`src/rtl/rsa_pkg.sv`:
```
// Shared RSA constants and the sequencing state type used by the RSA datapath blocks.
package rsa_pkg;

  localparam int RSA_W = 256;
  localparam int CNT_W = 9;

  typedef enum logic [1:0] {
    S_IDLE = 2'd0,
    S_LOAD = 2'd1,
    S_RUN  = 2'd2,
    S_DONE = 2'd3
  } state_t;

endpackage

```
`src/rtl/mod_double.sv`:
```
// Reduced doubling: returns (2t or t) mod N for inputs already below 2N.
module mod_double
  import rsa_pkg::*;
#(
  parameter int W = RSA_W
) (
  input  logic [W-1:0] i_t,
  input  logic [W-1:0] i_n,
  input  logic         i_dbl,
  output logic [W-1:0] o_r
);

  logic [W:0]   w_d;
  logic [W:0]   w_n_ext;
  logic [W-1:0] w_sub_lo;
  logic         w_unused_sub_msb;

  // One guard bit keeps the carry out of the doubling visible to the compare.
  assign w_d     = i_dbl ? {i_t, 1'b0} : {1'b0, i_t};
  assign w_n_ext = {1'b0, i_n};
  assign {w_unused_sub_msb, w_sub_lo} = w_d - w_n_ext;
  assign o_r = (w_d >= w_n_ext) ? w_sub_lo : w_d[W-1:0];

endmodule

```
`src/rtl/mod_product.sv`:
```
// Computes y*2^W mod N by W reduced doublings, producing the Montgomery-domain b operand.
//
// state | meaning
// IDLE  | waiting for i_start; operands latched on acceptance
// LOAD  | t <= y mod N (single conditional subtract), counter cleared
// RUN   | t <= 2t mod N once per cycle for W cycles
// DONE  | result published, one-cycle o_finished pulse
module mod_product
  import rsa_pkg::*;
#(
  parameter int W = RSA_W
) (
  input  logic         i_clk,
  input  logic         i_rst,
  input  logic         i_start,
  input  logic [W-1:0] i_y,
  input  logic [W-1:0] i_n,
  output logic [W-1:0] o_result,
  output logic         o_finished,
  output logic         o_busy
);

  localparam logic [CNT_W-1:0] LAST_STEP = CNT_W'(W - 1);

  state_t           r_state;
  logic [W-1:0]     r_y;
  logic [W-1:0]     r_n;
  logic [W-1:0]     r_t;
  logic [CNT_W-1:0] r_cnt;
  logic [W-1:0]     r_result;
  logic             r_finished;
  logic             r_busy;

  logic [W-1:0]     w_md_in;
  logic [W-1:0]     w_md_out;
  logic             w_dbl;

  // The same reducer serves LOAD (no doubling) and RUN (doubling).
  assign w_md_in = (r_state == S_LOAD) ? r_y : r_t;
  assign w_dbl   = (r_state == S_RUN);

  mod_double #(.W(W)) u_mod_double (
    .i_t   (w_md_in),
    .i_n   (r_n),
    .i_dbl (w_dbl),
    .o_r   (w_md_out)
  );

  always_ff @(posedge i_clk) begin
    if (!i_rst) begin
      r_state    <= S_IDLE;
      r_y        <= '0;
      r_n        <= '0;
      r_t        <= '0;
      r_cnt      <= '0;
      r_result   <= '0;
      r_finished <= 1'b0;
      r_busy     <= 1'b0;
    end else begin
      case (r_state)
        S_IDLE: begin
          if (i_start) begin
            r_y     <= i_y;
            r_n     <= i_n;
            r_busy  <= 1'b1;
            r_state <= S_LOAD;
          end
        end
        S_LOAD: begin
          r_t     <= w_md_out;
          r_cnt   <= '0;
          r_state <= S_RUN;
        end
        S_RUN: begin
          r_t   <= w_md_out;
          r_cnt <= r_cnt + 1'b1;
          if (r_cnt == LAST_STEP) begin
            r_result   <= w_md_out;
            r_finished <= 1'b1;
            r_state    <= S_DONE;
          end
        end
        S_DONE: begin
          r_finished <= 1'b0;
          r_busy     <= 1'b0;
          r_state    <= S_IDLE;
        end
        default: begin
          r_finished <= 1'b0;
          r_busy     <= 1'b0;
          r_state    <= S_IDLE;
        end
      endcase
    end
  end

  assign o_result   = r_result;
  assign o_finished = r_finished;
  assign o_busy     = r_busy;

endmodule

```
`config.mk`:
```
export PLATFORM = sky130hd
export DESIGN_NAME = mod_product
export DESIGN_NICKNAME = d
export VERILOG_FILES = /design/src/rtl/rsa_pkg.sv /design/src/rtl/mod_double.sv /design/src/rtl/mod_product.sv
export SDC_FILE = /design/constraint.sdc
export NUM_CORES = 2
export LEC_CHECK = 0
export CELL_PAD_IN_SITES_DETAIL_PLACEMENT = 0
export CELL_PAD_IN_SITES_GLOBAL_PLACEMENT = 2
export CORE_MARGIN = 4
export CORE_UTILIZATION = 36
export CTS_CLUSTER_SIZE = 12
export DETAILED_ROUTE_END_ITERATION = 10
export HOLD_SLACK_MARGIN = 0.06
export PLACE_DENSITY_LB_ADDON = 0.1
export SKIP_CTS_REPAIR_TIMING = 1
export SKIP_LAST_GASP = 1
export SYNTH_ARGS = -nofsm -noshare
export SYNTH_HDL_FRONTEND = slang
export SYNTH_SLANG_ARGS = --single-unit
export TNS_END_PERCENT = 5
```
`constraint.sdc`:
```
create_clock -name i_clk -period 11.33 [get_ports i_clk]
set_input_delay 2.266 -clock i_clk [delete_from_list [all_inputs] [get_ports i_clk]]
set_output_delay 2.266 -clock i_clk [all_outputs]
set_load 0.005 [all_outputs]
```
# Yosys cells after proc, flatten, opt, wreduce, memory -nomap -nowiden
# Cells that the tools add are included.
[op_classes] add_sub_neg=2 n_mul=0 n_div=0 magnitude_cmp=1 n_eq_ne=6 n_shift=0 muxes=11 bitwise_logic=0 reduce_logical=10
[ops] cell="$mux 256" n=2
[ops] cell="$ge 257x256->1" n=1
[ops] cell="$mux 257" n=1
[ops] cell="$sub 256x256->256" n=1
[ops] cell="$pmux 9 s2" n=1
[ops] cell="$reduce_and 2->1" n=5
[ops] cell="$add 9x1->9 const B" n=1
[ops] cell="$eq 9x8->1 const B" n=1
[ops] cell="$pmux 2 s4" n=1
[ops] cell="$reduce_bool 2->1" n=3
[ops] cell="$eq 2x2->1 const B" n=2
[ops] cell="$mux 2" n=2
[ops] cell="$ne 2x2->1 const B" n=2
[ops] cell="$pmux 1 s2" n=2
[ops] cell="$eq 2x1->1 const B" n=1
[ops] cell="$logic_not 2->1" n=1
[ops] cell="$mux 1" n=2
[ops] cell="$reduce_or 2->1" n=1
[totals] regBits=1037 latchBits=0 ram_bits=0 romBits=0 input_bits=515 output_inout_bits=258 wordCells=38 mem_count=0

# Depth between registers and ports, before layout
[logic_depth] depth_word=5 ltp_mapped=26 mapped_depth_nobuf=20

# By module
# A second synthesis with hierarchy kept.
[unflattened] cells_unflattened=8585 area_unflattened_um2=67215.7
[by_module_without_submodules] mod="mod_product" instances=1 cells_per_inst=4514 area_per_inst_um2=39063.7 seq_area_each_um2=20759.9
[by_module_without_submodules] mod="mod_double" instances=1 cells_per_inst=4071 area_per_inst_um2=28152.0 seq_area_each_um2=0.0

# Least setup slack after synthesis
# Ideal clock, no wire load.
[synth_path] path_kind="register to register" startpoint="reg r_state[0]" endpoint="reg r_t[201]" setup_ns=0.132 arrival_ns=5.713 required_time_ns=11.198 slack_ns=5.484 path_stages_with_launch=23 n_path_buf=8 synth_period_minus_slack_ns=5.846 path_cell_list="dfxtp_1 -> inv_1 -> ha_1 -> clkbuf_1 -> buf_1 -> buf_1 -> buf_1 -> mux4_2 -> ha_1 -> clkbuf_1 -> nand4_1 -> or3_1 -> or3_1 -> nor4_1 -> and4b_1 -> nor3_1 -> o211ai_2 -> or2_1 -> buf_4 -> buf_4 -> buf_2 -> mux2i_1 -> a21oi_1"
[synth_via] elab_chain_len=5 word_cells_on_any_way=8 classes_between="add/sub (1); order compare (1); eq/ne (2); mux (3); reduce/logical (1)"
[synth_lines] item="from (decl)" line="mod_product.sv:25" rtl="state_t r_state;"
[synth_lines] item="from (signal assigned)" line="mod_product.sv:51" rtl="r_state <= S_IDLE;"
[synth_lines] item="from (signal assigned)" line="mod_product.sv:66" rtl="r_state <= S_LOAD;"
[synth_lines] item="from (signal assigned)" line="mod_product.sv:72" rtl="r_state <= S_RUN;"
[synth_lines] item="$eq 2x1->1" line="mod_product.sv:39, mod_product.sv:60"
[synth_lines] item="$mux 256" line="mod_product.sv:39" rtl="assign w_md_in = (r_state == S_LOAD) ? r_y : r_t;"
[synth_lines] item="$mux 257" line="mod_double.sv:19" rtl="assign w_d = i_dbl ? {i_t, 1'b0} : {1'b0, i_t};"
[synth_lines] item="$sub 256x256->256 or $ge 257x256->1 (tied branches)" line="mod_double.sv:21, mod_double.sv:22"
[synth_lines] item="$mux 256" line="mod_double.sv:22" rtl="assign o_r = (w_d >= w_n_ext) ? w_sub_lo : w_d[W-1:0];"
[synth_lines] item="to (signal assigned)" line="mod_product.sv:70" rtl="r_t <= w_md_out;"
[synth_lines] item="to (signal assigned)" line="mod_product.sv:75" rtl="r_t <= w_md_out;"
[synth_lines] item="to (decl)" line="mod_product.sv:28" rtl="logic [W-1:0] r_t;"
# Several ways; a longest one is shown, not always the timed one.
# A chain may end at the register's enable or synchronous reset.

# Worst setup path in the final report
[layout_path] startpoint="reg r_state[0]" endpoint="reg r_result[249], in the netlist o_result[249]"
[layout_via] elab_chain_len=5 word_cells_on_any_way=8 classes_between="add/sub (1); order compare (1); eq/ne (2); mux (3); reduce/logical (1)"
[layout_lines] item="$eq 2x1->1" line="mod_product.sv:39"
[layout_lines] item="$mux 256" line="mod_product.sv:39"
[layout_lines] item="$mux 257" line="mod_double.sv:19"
[layout_lines] item="$sub 256x256->256 or $ge 257x256->1 (tied branches)" line="mod_double.sv:21, mod_double.sv:22"
[layout_lines] item="$mux 256" line="mod_double.sv:22"
[layout_lines] item="to (signal assigned)" line="mod_product.sv:78" rtl="r_result <= w_md_out;"
[layout_lines] item="to (decl)" line="mod_product.sv:30" rtl="logic [W-1:0] r_result;"
# Several ways; a longest one is shown, not always the timed one.

==> results.yml <==
clock_tree:
  numClockSinks: 1037
  clkLatencyLatePin_ns: 0.79
  cts_tree: "done"
  cts_buffer_depth: 3
  ctsHtreeMaxLevel: 3
  cts_buffers: 117
  clk_pin_slew_ns: 0.06
  root_buffer: "clkbuf_16"
hold_path:
  hold_path_class: "reg -> reg"
  hold_path_startpoint: "r_n[2]"
grt:
  track_usage_pct: 30.72
  grt_pass1_vias: 63394
  grt_pass1_wl_mm: 429.5
  antenna_found_initial: 18
  grt_remaining_overflow: 0
  grt_max_degree: 205
synth:
  synth-seq-area-share_pct: 32.40
  synth_top_area_share_pct: 32.40
  synth.most_common_cell: "nand2_1"
  ys_types: 105
  yosysTopAreaCell: "dfxtp_1"
  synth_edf_count: 0
  ys_top_cells_by_count: "nand2_1 (1575), a21oi_1 (1294), dfxtp_1 (1037)"
  async_flop_share_pct: 0
  avgSynthCellArea_um2: 7.652
  syn_inst: 8374
  synth_ff_type: "dfxtp_1"
  yosysWarnings: 0
  synth.area.top_cells: "dfxtp_1 (32%), a21oi_1 (10%), nand2_1 (9.2%)"
  syn_area_um2: 64080
  syn_nets: 9152
  ys_ff_latch: 1037
floorplanning:
  die_w_um: 429.9
  floorplan.initialDensity_pct: 36.31
  dieHeight_um: 429.9
  core_um2: 176500
  dieArea_um2: 184800
  num_io_pins: 773
  rows: 154
routing:
  wl_met3_mm: 14.61
  vias_per_cell: 5.790
  routed.top_layer: "met5"
  drc: 0
  wl_met2_mm: 143.3
  postRouteAntennaNets: 0
  via_count: 64616
  wl_per_cell_um: 26.55
  dr.first_iter.drc_count: 5455
  drtPass1Iterations: 6
  wirelength_mm: 296.2
  wl_met1_mm: 125.1
sta:
  fin_ws_ns: 2.605
  max_freq_ghz: 0.1146
  slew_headroom_pct: -0.4302
  rsz0062_at_grt: "false"
  finalHoldViolCount: 0
  fin_crit_ns: 8.725
  fin_skew_ns: 0.05283
  fin_tns_setup_ns: 0
  maxSlewViolCount: 1
  fin_crit_sh_pct: 77.01
  setup_viol_count_final: 0
  worst_pin_slew_ns: 1.494
worst_setup_path:
  end_kind: "flip-flop"
  critPathKind: "reg -> reg"
  required_ns: 12.04
  startpoint_type: "flip-flop"
  cp-startpoint: "r_state[0]"
  arrival_ns: 9.43
  worstReg2RegStart: "r_state[0]"
  worst-path-max-fanout: 33
flow_run:
  maxCapViolCount: 1
finish:
  n_fill_cell: 18256
  nets: 9498
  drive_above_1_share_pct: 6.686
  regArea_um2: 20760
  multiInputGateArea_um2: 39660
  area_growth_pct: 20.03
placed_design:
  pre_cts_ws_ns: 2.863
  port_buffers: 772
  dp_hpwl_mm: 236.5
  place_congestion: 1.005
outcome:
  status: "complete, but fails checks"
  violations: "max-capacitance violations, max-slew violations"
cells in the final DEF (no fill, tap or decap), types with 15 or more instances in the layout:
master | netlist | final
or3_1 | 16 | 16
clkdlybuf4s50_1 | 0 | 771
a221oi_1 | 29 | 29
nor2_1 | 744 | 741
a21oi_1 | 1294 | 1294
a21o_1 | 107 | 107
ha_1 | 262 | 259
clkbuf_8 | 0 | 25
nor4_1 | 37 | 36
clkbuf_16 | 0 | 118
o21a_1 | 42 | 42
inv_1 | 358 | 358
buf_4 | 5 | 52
o21ai_1 | 43 | 43
xor2_1 | 111 | 111
clkinv_2 | 0 | 17
nor3_1 | 86 | 86
xnor2_1 | 124 | 124
a211oi_1 | 271 | 271
nand2_1 | 1575 | 1573
o31ai_1 | 26 | 26
clkbuf_1 | 481 | 25
o21bai_1 | 101 | 101
nand4_1 | 168 | 168
nand2b_1 | 15 | 15
nand3_1 | 74 | 74
o21ai_0 | 553 | 553
and2_1 | 18 | 17
mux4_2 | 255 | 255
nor2b_1 | 18 | 18
dfxtp_1 | 1037 | 1037
mux2i_1 | 55 | 55
or2_2 | 18 | 18
a31oi_1 | 66 | 66
o211ai_1 | 27 | 27
a21boi_0 | 28 | 28
stage by stage:
step / util, % / std cells / cell area, um2 / hold slack [ns]
CTS: 43.56 / 11149 / 76890 / 0.4550
finish: 43.58 / 11159 / 76920 / 0.4545
floorplan: - / 8374 / 64080 / 0.4363
global placement: 41.39 / 10941 / 73050 / 0.4446
global route: 43.58 / 11157 / 76910 / 0.4714
detailed placement: 41.39 / 10941 / 73050 / 0.4465
state kept, by name, indices dropped and copies added, names as in the netlist:
| signal | flops |
|---|---|
| r_cnt | 9 |
| r_n | 256 |
| r_state | 2 |
| o_result | 256 |
| o_busy | 1 |
| o_finished | 1 |
| r_t | 256 |
| r_y | 256 |
area by class of cell:
class | count | share of cell area (%)
repair buffers | 835 | 10.85
clock buffers | 167 | 4.391
well taps | 2340 | 3.807
clock inverters | 41 | 0.6003
inverters | 360 | 1.767
multi-input cells | 6369 | 51.57
flip-flops and latches | 1037 | 26.99
diodes | 10 | 0.03253
worst max-delay path, stage by stage, from the launching register on:
cell and delay [ns]:
dfxtp_1 0.35, inv_1 0.19, ha_4 0.75, buf_4 0.55, mux4_2 0.58, ha_1 0.46, nand4_1 0.17, nor3_1 0.47
nand3_1 0.30, a311oi_2 0.70, nor2_1 0.18, a21oi_1 0.92, a32oi_1 0.32, nand2_1 0.45, a41oi_1 0.66, o31ai_1 0.80
xnor2_1 0.18, o211ai_1 0.29, o21ai_0 0.14, nor2_1 0.10
logic make-up (layout without fill, tap and decap cells):
kind of cell	Yosys count	count (layout)	share of synthesized area (%)
buf+inv	968	1403	5.824
other cells	0	10	0
xor+xnor	235	235	3.212
compound gates	2714	2714	24.93
simple gates	2842	2842	18.58
mux	315	315	9.915
fa+ha+maj	263	263	5.147
flops	1037	1037	32.40
layer usage:
metal,GRT usage (%),up-vias
li1,-,30409
met1,38.87,31713
met2,52.78,2055
met3,4.326,435
met4,12.09,4
met5,0,-
worst paths after layout:
check	slack [ns]	cells after the start	end
hold reg to reg	0.45	2	r_n[2]
setup reg to reg	2.61	19	o_result[249]
hold / removal	0.45	2	r_n[2]
setup / recovery	2.61	19	o_result[249]
Power is left out: the tool's default activity adds up to more than one toggle a clock period on the data nets, which glitch-free logic cannot reach.
